$ cat config.mk
export PLATFORM = sky130hd
export DESIGN_NAME = soc_bus_router
export DESIGN_NICKNAME = d
export VERILOG_FILES = /design/src/rtl/soc_bus_router.sv
export SDC_FILE = /design/constraint.sdc
export NUM_CORES = 1
export LEC_CHECK = 0
export CAP_MARGIN = 20
export CELL_PAD_IN_SITES_DETAIL_PLACEMENT = 1
export CELL_PAD_IN_SITES_GLOBAL_PLACEMENT = 1
export CORE_MARGIN = 1
export CORE_UTILIZATION = 23
export DETAILED_ROUTE_END_ITERATION = 8
export GPL_TIMING_DRIVEN = 0
export PLACE_DENSITY_LB_ADDON = 0.05
export SYNTH_ARGS = -nofsm -noshare
export SYNTH_HDL_FRONTEND = slang
export SYNTH_SLANG_ARGS = --single-unit
export TNS_END_PERCENT = 100
$ cat constraint.sdc
create_clock -name clk -period 4.5 [get_ports clk]
set_clock_uncertainty 0.05 [all_clocks]
set_input_delay 1.35 -clock clk [delete_from_list [all_inputs] [get_ports clk]]
set_output_delay 1.35 -clock clk [all_outputs]
set_load 0.05 [all_outputs]
$ cat src/rtl/soc_bus_router.sv
// Single-outstanding bus router: round-robin arbitration of masters, address decode
// onto target ports, and a response timeout that turns stalled transfers into errors.
//
// state | meaning
// IDLE  | arbitrate; grant and latch the winning request
// REQ   | drive the selected target until it grants
// RESP  | wait for the selected target's response
// ERR   | one-cycle error response to the winning master
module soc_bus_router #(
   parameter int NB_MASTER  = 3,
   parameter int NB_REGION  = 3,
   parameter int ADDR_WIDTH = 32,
   parameter int DATA_WIDTH = 32,
   parameter logic [NB_REGION*ADDR_WIDTH-1:0] START_ADDR =
      {32'h1A10_0000, 32'h0010_0000, 32'h0000_0000},
   parameter logic [NB_REGION*ADDR_WIDTH-1:0] END_ADDR =
      {32'h1A11_FFFF, 32'h001F_FFFF, 32'h000F_FFFF},
   parameter int TIMEOUT    = 255
) (
   input  logic                              clk,
   input  logic                              rst,
   input  logic [NB_MASTER-1:0]              m_req_i,
   input  logic [NB_MASTER*ADDR_WIDTH-1:0]   m_addr_i,
   input  logic [NB_MASTER-1:0]              m_we_i,
   input  logic [NB_MASTER*DATA_WIDTH/8-1:0] m_be_i,
   input  logic [NB_MASTER*DATA_WIDTH-1:0]   m_wdata_i,
   output logic [NB_MASTER-1:0]              m_gnt_o,
   output logic [NB_MASTER-1:0]              m_rvalid_o,
   output logic [DATA_WIDTH-1:0]             m_rdata_o,
   output logic                              m_err_o,
   output logic [NB_REGION-1:0]              s_req_o,
   output logic [ADDR_WIDTH-1:0]             s_addr_o,
   output logic                              s_we_o,
   output logic [DATA_WIDTH/8-1:0]           s_be_o,
   output logic [DATA_WIDTH-1:0]             s_wdata_o,
   input  logic [NB_REGION-1:0]              s_gnt_i,
   input  logic [NB_REGION-1:0]              s_rvalid_i,
   input  logic [NB_REGION*DATA_WIDTH-1:0]   s_rdata_i
);
   localparam int MW = (NB_MASTER > 1) ? $clog2(NB_MASTER) : 1;
   localparam int RW = (NB_REGION > 1) ? $clog2(NB_REGION) : 1;
   localparam int BW = DATA_WIDTH / 8;

   typedef enum logic [1:0] {IDLE, REQ, RESP, ERR} state_t;

   state_t                state;
   logic [MW-1:0]         rr_ptr, win_q, gnt_idx;
   logic [RW-1:0]         sel_q, hit_idx;
   logic                  gnt_any, hit, tout;
   logic [ADDR_WIDTH-1:0] addr_q, gnt_addr;
   logic                  we_q;
   logic [BW-1:0]         be_q;
   logic [DATA_WIDTH-1:0] wdata_q;
   logic [15:0]           tcnt;

   always_comb begin : arb
      int idx;
      gnt_any = 1'b0;
      gnt_idx = '0;
      idx     = 0;
      for (int k = 0; k < NB_MASTER; k++) begin
         idx = (int'(rr_ptr) + k) % NB_MASTER;
         if (!gnt_any && m_req_i[idx]) begin
            gnt_any = 1'b1;
            gnt_idx = MW'(idx);
         end
      end
   end

   assign gnt_addr = m_addr_i[gnt_idx*ADDR_WIDTH +: ADDR_WIDTH];

   // Scan from the top so the lowest-indexed matching region wins.
   always_comb begin
      hit     = 1'b0;
      hit_idx = '0;
      for (int r = NB_REGION - 1; r >= 0; r--) begin
         if (gnt_addr >= START_ADDR[r*ADDR_WIDTH +: ADDR_WIDTH] &&
             gnt_addr <= END_ADDR[r*ADDR_WIDTH +: ADDR_WIDTH]) begin
            hit     = 1'b1;
            hit_idx = RW'(r);
         end
      end
   end

   // tcnt counts completed REQ/RESP cycles, so the current cycle is number tcnt+1.
   assign tout = (17'(tcnt) + 17'd1) >= 17'(TIMEOUT);

   always_ff @(posedge clk) begin
      if (rst) begin
         state   <= IDLE;
         rr_ptr  <= '0;
         win_q   <= '0;
         sel_q   <= '0;
         addr_q  <= '0;
         we_q    <= 1'b0;
         be_q    <= '0;
         wdata_q <= '0;
         tcnt    <= '0;
      end else begin
         case (state)
            IDLE: begin
               if (gnt_any) begin
                  win_q   <= gnt_idx;
                  sel_q   <= hit_idx;
                  addr_q  <= gnt_addr;
                  we_q    <= m_we_i[gnt_idx];
                  be_q    <= m_be_i[gnt_idx*BW +: BW];
                  wdata_q <= m_wdata_i[gnt_idx*DATA_WIDTH +: DATA_WIDTH];
                  rr_ptr  <= (gnt_idx == MW'(NB_MASTER - 1)) ? '0 : gnt_idx + MW'(1);
                  tcnt    <= '0;
                  state   <= hit ? REQ : ERR;
               end
            end
            REQ: begin
               tcnt <= tcnt + 16'd1;
               if (s_gnt_i[sel_q])
                  state <= RESP;
               else if (tout)
                  state <= ERR;
            end
            RESP: begin
               tcnt <= tcnt + 16'd1;
               if (s_rvalid_i[sel_q])
                  state <= IDLE;
               else if (tout)
                  state <= ERR;
            end
            default: state <= IDLE;
         endcase
      end
   end

   always_comb begin
      m_gnt_o    = '0;
      m_rvalid_o = '0;
      m_rdata_o  = '0;
      m_err_o    = 1'b0;
      s_req_o    = '0;
      s_addr_o   = '0;
      s_we_o     = 1'b0;
      s_be_o     = '0;
      s_wdata_o  = '0;
      if (!rst) begin
         case (state)
            IDLE: m_gnt_o[gnt_idx] = gnt_any;
            REQ: begin
               s_req_o[sel_q] = 1'b1;
               s_addr_o       = addr_q;
               s_we_o         = we_q;
               s_be_o         = be_q;
               s_wdata_o      = wdata_q;
            end
            RESP: begin
               if (s_rvalid_i[sel_q]) begin
                  m_rvalid_o[win_q] = 1'b1;
                  m_rdata_o         = s_rdata_i[sel_q*DATA_WIDTH +: DATA_WIDTH];
               end
            end
            default: begin
               m_rvalid_o[win_q] = 1'b1;
               m_err_o           = 1'b1;
            end
         endcase
      end
   end
endmodule

==> impl_metrics.csv, run 1 <==
group,metric,value,unit
pwr,power.ir.vdd_worst,0.2301,mV
worst_setup_path,critPathTopFamily,"buffers and inverters",
hold_path,worstHoldPathType,"reg -> reg",
global_routing,gr-total-overflow,0,
placement,gp_congestion,0.8601,
cts,worst_skew_pair.late_latency,0.36,ns
worst_setup_path,r2r_cells,15,
worst_setup_path,cp_max_fo,10,
logic_synthesis,sequential_to_total_area_share_from_yosys_stat,26.04,%
worst_setup_path,critical_path_s_largest_stage_delay,0.28,ns
pwr,design_power_total,7.053,mW
pwr,power_leakage,4.905,nW
worst_setup_path,critPathSlowestCell,"sky130_fd_sc_hd__o211a_4",
hold_path,whs_path_depth,2,
logic_synthesis,synth_cell_types,55,
logic_synthesis,synth_seq_cells,93,
cts,tritoncts.num_buffers,9,
cts,clk_root_buffer_cell,"sky130_fd_sc_hd__clkbuf_16",
floorplan,die_y,178.3,um
pwr,power_density,565.1,mW/mm^2
logic_synthesis,synth-edff-count,0,
placement,portBuffers,423,
worst_setup_path,critical_path.startpoint,"m_req_i[2]",
route,post_drt_wl_per_cell,20.18,um
global_routing,first_global_vias,9397,
worst_setup_path,cp_buf_inv_count,5,
worst_setup_path,path_class,"in -> out",
cts,clock_sink_count,93,
finish,nets,1802,
route,postRouteAntennaNets,0,
route,first_pass_iters,5,
floorplan,die-area,0.03179,mm^2
worst_setup_path,path_cells,"clkdlybuf4s15_2 -> nand3b_1 -> a21bo_2 -> o211a_4 -> nor2_4 -> buf_12 -> buf_16 -> buf_8 -> nor4_4 -> buf_6",
sta,fin_crit,4.501,ns
logic_synthesis,synth_cells,1032,
logic_synthesis,synth.cells.most_frequent,"sky130_fd_sc_hd__nor2_1 (184), sky130_fd_sc_hd__nand2_1 (129), sky130_fd_sc_hd__a21oi_1 (125)",
run_status,run_status,"finished with violations",
floorplan,core_area,0.03059,mm^2
global_routing,first_pass_grt_wire_length,55580,um
logic_synthesis,synthArstFlopShare,0,%
sta,unrepaired_setup_endpoints_after_global_routing,"true",
logic_synthesis,yosys.cell_count.top_type,"sky130_fd_sc_hd__nor2_1",
worst_setup_path,critPathLaunchType,"primary input",
cts,clk_pin_slew,0.07,ns
logic_synthesis,synthesis.yosys.warnings,0,
finish,drive_above_1_share,14.10,%
logic_synthesis,yosysTopAreaCell,"sky130_fd_sc_hd__dfxtp_1",
worst_setup_path,timing.rr.start,"rr_ptr[0]$_SDFFE_PP0P_",
sta,final-setup-viol-count,1,
worst_setup_path,critical_path_arrival,3.10,ns
logic_synthesis,post_synth.cell_area_avg,6.928,um^2
route,1st_iter_drt_viols,290,
sta,worstMarginPinSlew,0.8044,ns
cts,cts.htree.levels,3,
sta,drv_slew,0,
logic_synthesis,synth.net_count,1357,
global_routing,number_of_antenna_violations_at_the_first_check_in_global_routing,1,
finish,syn_to_final_growth,74.57,%
cts,post_cts_hold_buffer_count,0,
worst_setup_path,required,3.10,ns
floorplan,placement_rows,64,
sta,timing.max_slew.rel_slack,46.38,%
route,drc,0,
sta,setup_ws,-0.001152,ns
logic_synthesis,leading_post_synthesis_cells_by_cell_area,"sky130_fd_sc_hd__dfxtp_1 (26%), sky130_fd_sc_hd__mux2i_1 (12%), sky130_fd_sc_hd__nor2_1 (9.7%), sky130_fd_sc_hd__a21oi_1 (8.8%), sky130_fd_sc_hd__nand2_1 (6.8%)",
floorplan,ios,425,
floorplan,die_w,178.3,um
sta,fin_tns_setup,-0.001152,ns
logic_synthesis,synth_area,0.007149,mm^2
cts,clock_tree_from_tritoncts,"yes",
route,routed-via-count,9085,
sta,achievable-frequency,0.2222,GHz
worst_setup_path,timing.critical_path.to_type,"primary output",
route,drt-vias-per-instance,4.835,
global_routing,maximum_number_of_pins_on_one_net_before_global_route_repair,20,
worst_setup_path,cp-endpoint,"m_gnt_o[0]",
worst_setup_path,crit_path_cell_count,10,
placement,pre_cts_ws,-1.863,ns
placement,dp_hpwl,31460,um
logic_synthesis,netlist.area_leader.share,26.04,%
sta,timing.final.crit_share,100.0,%
worst_setup_path,ff2ff_setup_slack,0.48,ns
global_routing,grt_util_all_layers,23.42,%
floorplan,floorplan.initialDensity,23.37,%
flow_run,maxCapViolCount,0,
worst_setup_path,worstReg2RegEnd,"state[1]$_SDFFE_PP0P_",
cts,cts-root-to-sink-buffers,2,
logic_synthesis,synth_ff_type,"sky130_fd_sc_hd__dfxtp_1",
route,drt_wl_total,37930,um
run_status,violations_in_the_final_reports,"negative setup slack",
sta,timing_hold_violations_final,0,
## layer usage
layer  up-vias  part of all wire, %  global-route usage (%)  wire (um)
li1       4467                    -                       -          -
met1      4262                   39                   25.63      14820
met2       318                   51                   43.63      19330
met3        38                  7.2                   5.904       2749
met4         0                  2.7                   7.556       1027
met5         -                    0                       0          0
## worst min-delay path: stages, from the launching register on
cell                      delay (ns)
sky130_fd_sc_hd__dfxtp_1        0.31
sky130_fd_sc_hd__nand2_1        0.05
sky130_fd_sc_hd__a21oi_1        0.05
## layout by cell type (no fill, tap or decap), types with 12 or more instances in the layout
cell	Yosys	layout
sky130_fd_sc_hd__clkbuf_2	0	26
sky130_fd_sc_hd__clkdlybuf4s15_2	0	28
sky130_fd_sc_hd__a21oi_1	125	124
sky130_fd_sc_hd__nand4_1	23	23
sky130_fd_sc_hd__buf_6	5	32
sky130_fd_sc_hd__clkdlybuf4s50_1	0	310
sky130_fd_sc_hd__mux2i_1	86	85
sky130_fd_sc_hd__clkbuf_1	57	39
sky130_fd_sc_hd__and2_1	72	71
sky130_fd_sc_hd__dfxtp_1	93	93
sky130_fd_sc_hd__a211oi_1	41	41
sky130_fd_sc_hd__nor2_1	184	169
sky130_fd_sc_hd__dlygate4sd2_1	0	12
sky130_fd_sc_hd__o21ai_0	34	31
sky130_fd_sc_hd__buf_4	2	30
sky130_fd_sc_hd__nand3_1	21	21
sky130_fd_sc_hd__o211ai_1	17	17
sky130_fd_sc_hd__nand2_1	129	129
sky130_fd_sc_hd__buf_2	13	18
## worst min-delay path by stage
stage	slack (ns)	endpoint	startpoint
detailed placement	0.39	addr_q[10]$_SDFFE_PP0P_	addr_q[10]$_SDFFE_PP0P_
global placement	0.39	addr_q[8]$_SDFFE_PP0P_	addr_q[8]$_SDFFE_PP0P_
CTS	0.40	addr_q[10]$_SDFFE_PP0P_	addr_q[10]$_SDFFE_PP0P_
global route	0.41	addr_q[27]$_SDFFE_PP0P_	addr_q[27]$_SDFFE_PP0P_
finish	0.40	addr_q[10]$_SDFFE_PP0P_	addr_q[10]$_SDFFE_PP0P_
floorplan	0.38	addr_q[8]$_SDFFE_PP0P_	addr_q[8]$_SDFFE_PP0P_
## repair_timing
item | CTS | global route
hold endpoints to repair | 0 | 0
gates cloned | 0 | 0
pin swaps | 6 | 3
endpoints found under the setup margin | 113 | 62
setup buffers | 6 | 11
resized for setup | 501 | 52
## state kept, by name, indices dropped and copies added, names as in the netlist
register  cells
addr_q       32
be_q          4
rr_ptr        2
sel_q         2
state         2
tcnt         16
wdata_q      32
we_q          1
win_q         2
## report_power, final
part           switching, mW  internal [mW]  leakage (nW)
Clock                  0.389          0.394         0.144
Combinational           3.08           1.85          4.00
Sequential             0.177           1.17         0.763
## through the flow
stage	hold WS, ns	area [um^2]	utilization [%]	instances
2_1_floorplan	0.3773	7257	-	1032
3_3_place_gp	0.3863	11990	39.19	1851
3_5_place_dp	0.3923	11990	39.19	1851
4_1_cts	0.4029	12430	40.63	1869
5_1_grt	0.4138	12480	40.80	1879
6_report	0.4013	12480	40.80	1879
## cells by family after synthesis
logic type                 share of synthesized area (%)
DFF                                                26.04
AOI/OAI and AO/OA                                  21.05
muxes                                              12.67
buffers and inverters                              5.898
adders and majority gates                          1.925
xor gates and xnor gates                          0.4901
and+or+nand+nor                                    31.92
## cell type report
| cell class | count | area [um^2] |
|---|---|---|
| antenna | 1 | 2.502 |
| clock inverter | 7 | 77.57 |
| buffer | 81 | 503.0 |
| sequential | 93 | 1862 |
| tap | 396 | 495.5 |
| multi-input combinational | 843 | 5041 |
| fill | 3733 | 18110 |
| clock buffer | 9 | 225.2 |
| inverter | 9 | 33.78 |
| timing repair buffer | 440 | 4240 |
No activity file was read; power rests on OpenSTA's default activity.
==> run 2: changes to the inputs <==
- SLEW_MARGIN: default -> 5
==> results of run 2 <==
Same layout as run 1: the final DEF is identical, and so are final timing and power.
==> run 3: changes to the inputs <==
- RECOVER_POWER: default -> 25
==> run 3 against run 2 <==
Net effect:
- the flow still finishes with violations (negative setup slack)
- sequential power about the same
- total power fell by 0.18%
- non-clock buffer count did not move
- first-iteration DRC count is 3.1% lower
- hold slack lost 0.0012 ns
- via count increased by 0.13%
- wire length is essentially flat
- maximum frequency about the same
- critical endpoint unchanged
- register-to-register slack worse by 0.17 ns
==> impl_metrics.csv, run 3 (same netlist as run 1, synthesis figures left out) <==
group,metric,value,unit
worst_setup_path,cp_max_fo,10,
cts,clk_root_buffer_cell,"sky130_fd_sc_hd__clkbuf_16",
hold_path,hold_start,"addr_q[10]$_SDFFE_PP0P_",
run_status,violations_in_the_final_reports,"negative setup slack",
pwr,power_leakage,4.902,nW
floorplan,die_y,178.3,um
placement,pre_cts_ws,-1.863,ns
finish,most_common_cell_after_layout_fill_and_taps_aside,"sky130_fd_sc_hd__clkdlybuf4s50_1",
route,met3WireLength,2741,um
route,postRouteAntennaNets,0,
sta,fin_crit,4.502,ns
sta,finalHoldWorstSlack,0.4001,ns
pwr,design_power_total,7.040,mW
placement,portBuffers,423,
route,drt_wl_total,37920,um
global_routing,gr-total-overflow,0,
worst_setup_path,required,3.10,ns
global_routing,first_pass_grt_wire_length,55580,um
route,drt-vias-per-instance,4.841,
floorplan,placement_rows,64,
finish,final-seq-area,0.001862,mm^2
finish,multiInputGateArea,0.005041,mm^2
finish,syn_to_final_growth,74.55,%
route,routed-via-count,9097,
placement,post_placement_cell_count,1851,
worst_setup_path,critPathLaunchType,"primary input",
worst_setup_path,critical_path.startpoint,"m_req_i[2]",
floorplan,core_area,0.03059,mm^2
global_routing,number_of_antenna_violations_at_the_first_check_in_global_routing,1,
sta,drv_slew,0,
route,wirelength_met1,14770,um
sta,timing_hold_violations_final,0,
sta,achievable-frequency,0.2221,GHz
hold_path,worstHoldPathType,"reg -> reg",
floorplan,ios,425,
cts,tritoncts.num_buffers,9,
flow_run,maxCapViolCount,0,
global_routing,first_global_vias,9397,
cts,clk_pin_slew,0.07,ns
sta,unrepaired_setup_endpoints_after_global_routing,"true",
placement,gp_congestion,0.8601,
worst_setup_path,critical_path_arrival,3.10,ns
run_status,run_status,"finished with violations",
global_routing,grt_util_all_layers,23.42,%
finish,nets,1802,
cts,cts-root-to-sink-buffers,2,
cts,post_cts_hold_buffer_count,0,
floorplan,floorplan.initialDensity,23.37,%
route,maxUsedRoutingLayer,"met4",
sta,timing.max_slew.rel_slack,46.32,%
route,post_drt_wl_per_cell,20.18,um
floorplan,die_w,178.3,um
worst_setup_path,timing.rr.start,"rr_ptr[0]$_SDFFE_PP0P_",
route,first_pass_iters,5,
worst_setup_path,path_class,"in -> out",
route,drc,0,
floorplan,die-area,0.03179,mm^2
finish,largest_registers_in_the_final_layout,"addr_q x32, wdata_q x32, tcnt x16",
pwr,power_density,564.1,mW/mm^2
cts,clock_sink_count,93,
sta,worstMarginPinSlew,0.8052,ns
finish,fin_cells,1879,
finish,mostFrequentLayoutCells,"sky130_fd_sc_hd__clkdlybuf4s50_1 (310), sky130_fd_sc_hd__nor2_1 (169), sky130_fd_sc_hd__nand2_1 (129)",
worst_setup_path,path_cells,"clkdlybuf4s15_2 -> nand3b_1 -> a21bo_2 -> o211a_4 -> nor2_4 -> buf_12 -> buf_16 -> buf_8 -> nor4_4 -> buf_6",
finish,drive_above_1_share,14.04,%
placement,dp_hpwl,31460,um
cts,worst_skew_pair.late_latency,0.36,ns
sta,setup_ws,-0.001733,ns
sta,timing.final.crit_share,100.0,%
route,route.met2.wl,19370,um
route,1st_iter_drt_viols,281,
worst_setup_path,critical_path_s_largest_stage_delay,0.28,ns
cts,cts.htree.levels,3,
finish,filler_cell_count,3734,
pwr,power.ir.vdd_worst,0.2297,mV
worst_setup_path,timing.critical_path.to_type,"primary output",
worst_setup_path,critPathSlowestCell,"sky130_fd_sc_hd__o211a_4",
global_routing,maximum_number_of_pins_on_one_net_before_global_route_repair,20,
sta,final-setup-viol-count,1,
cts,clock_tree_from_tritoncts,"yes",
==> run 3: cell count changes in the layout (fill, tap and decap cells not counted) <==
| cell | change |
|---|---|
| sky130_fd_sc_hd__and2_1 | -1 |
| sky130_fd_sc_hd__and2_0 | +1 |
| sky130_fd_sc_hd__clkbuf_1 | +1 |
| sky130_fd_sc_hd__buf_2 | -1 |
==> run 3: what timing repair did <==
| action | 4_1_cts | 5_1_grt |
|---|---|---|
| gates resized for setup | 501 | 52 |
| buffers inserted | 6 | 11 |
| setup endpoints to repair | 113 | 62 |
| pin swaps | 6 | 3 |
==> run 3: per-layer routing <==
metal / track usage, % / vias to the layer above
met5: 0 / -
met2: 43.63 / 308
met3: 5.904 / 38
li1: - / 4469
met4: 7.556 / 0
met1: 25.63 / 4282
==> run 3: path summary, 6_finish.rpt <==
check | endpoint | slack (ns) | cells past startpoint
worst min register to register | addr_q[10]$_SDFFE_PP0P_ | 0.40 | 2
worst min-delay path | addr_q[10]$_SDFFE_PP0P_ | 0.40 | 2
worst max-delay path | m_gnt_o[0] | -0.002 | 10
worst max register to register | state[1]$_SDFFE_PP0P_ | 0.31 | 15
==> run 3: cell type report <==
type	instances	share of cell area (%)
Antenna cell	1	0.02005
Buffer	81	4.020
Clock buffer	9	1.805
Clock inverter	7	0.6216
Inverter	9	0.2707
Multi-Input combinational cell	843	40.39
Sequential cell	93	14.92
Tap cell	396	3.970
Timing Repair Buffer	440	33.98
==> run 3: power by group <==
group          total, mW  internal, mW  switching (mW)  leakage, nW
clock              0.779         0.394           0.385        0.144
combinational       4.92          1.85            3.07         3.99
sequential          1.34          1.17           0.178        0.763
==> run 3: critical path, delay by kind of cell <==
kind / cells / cell delay, ns
compound gates: 2 / 0.54
simple gates: 3 / 0.34
buf+inv: 5 / 0.85
==> run 3: through the flow <==
step | utilization (%) | instance area, um^2 | TNS, ns
2_1_floorplan | - | 7257 | -0.2212
3_3_place_gp | 39.19 | 11990 | -96.16
3_5_place_dp | 39.19 | 11990 | -98.72
4_1_cts | 40.63 | 12430 | -0.1158
5_1_grt | 40.80 | 12480 | -0.1585
6_report | 40.80 | 12480 | -0.001733
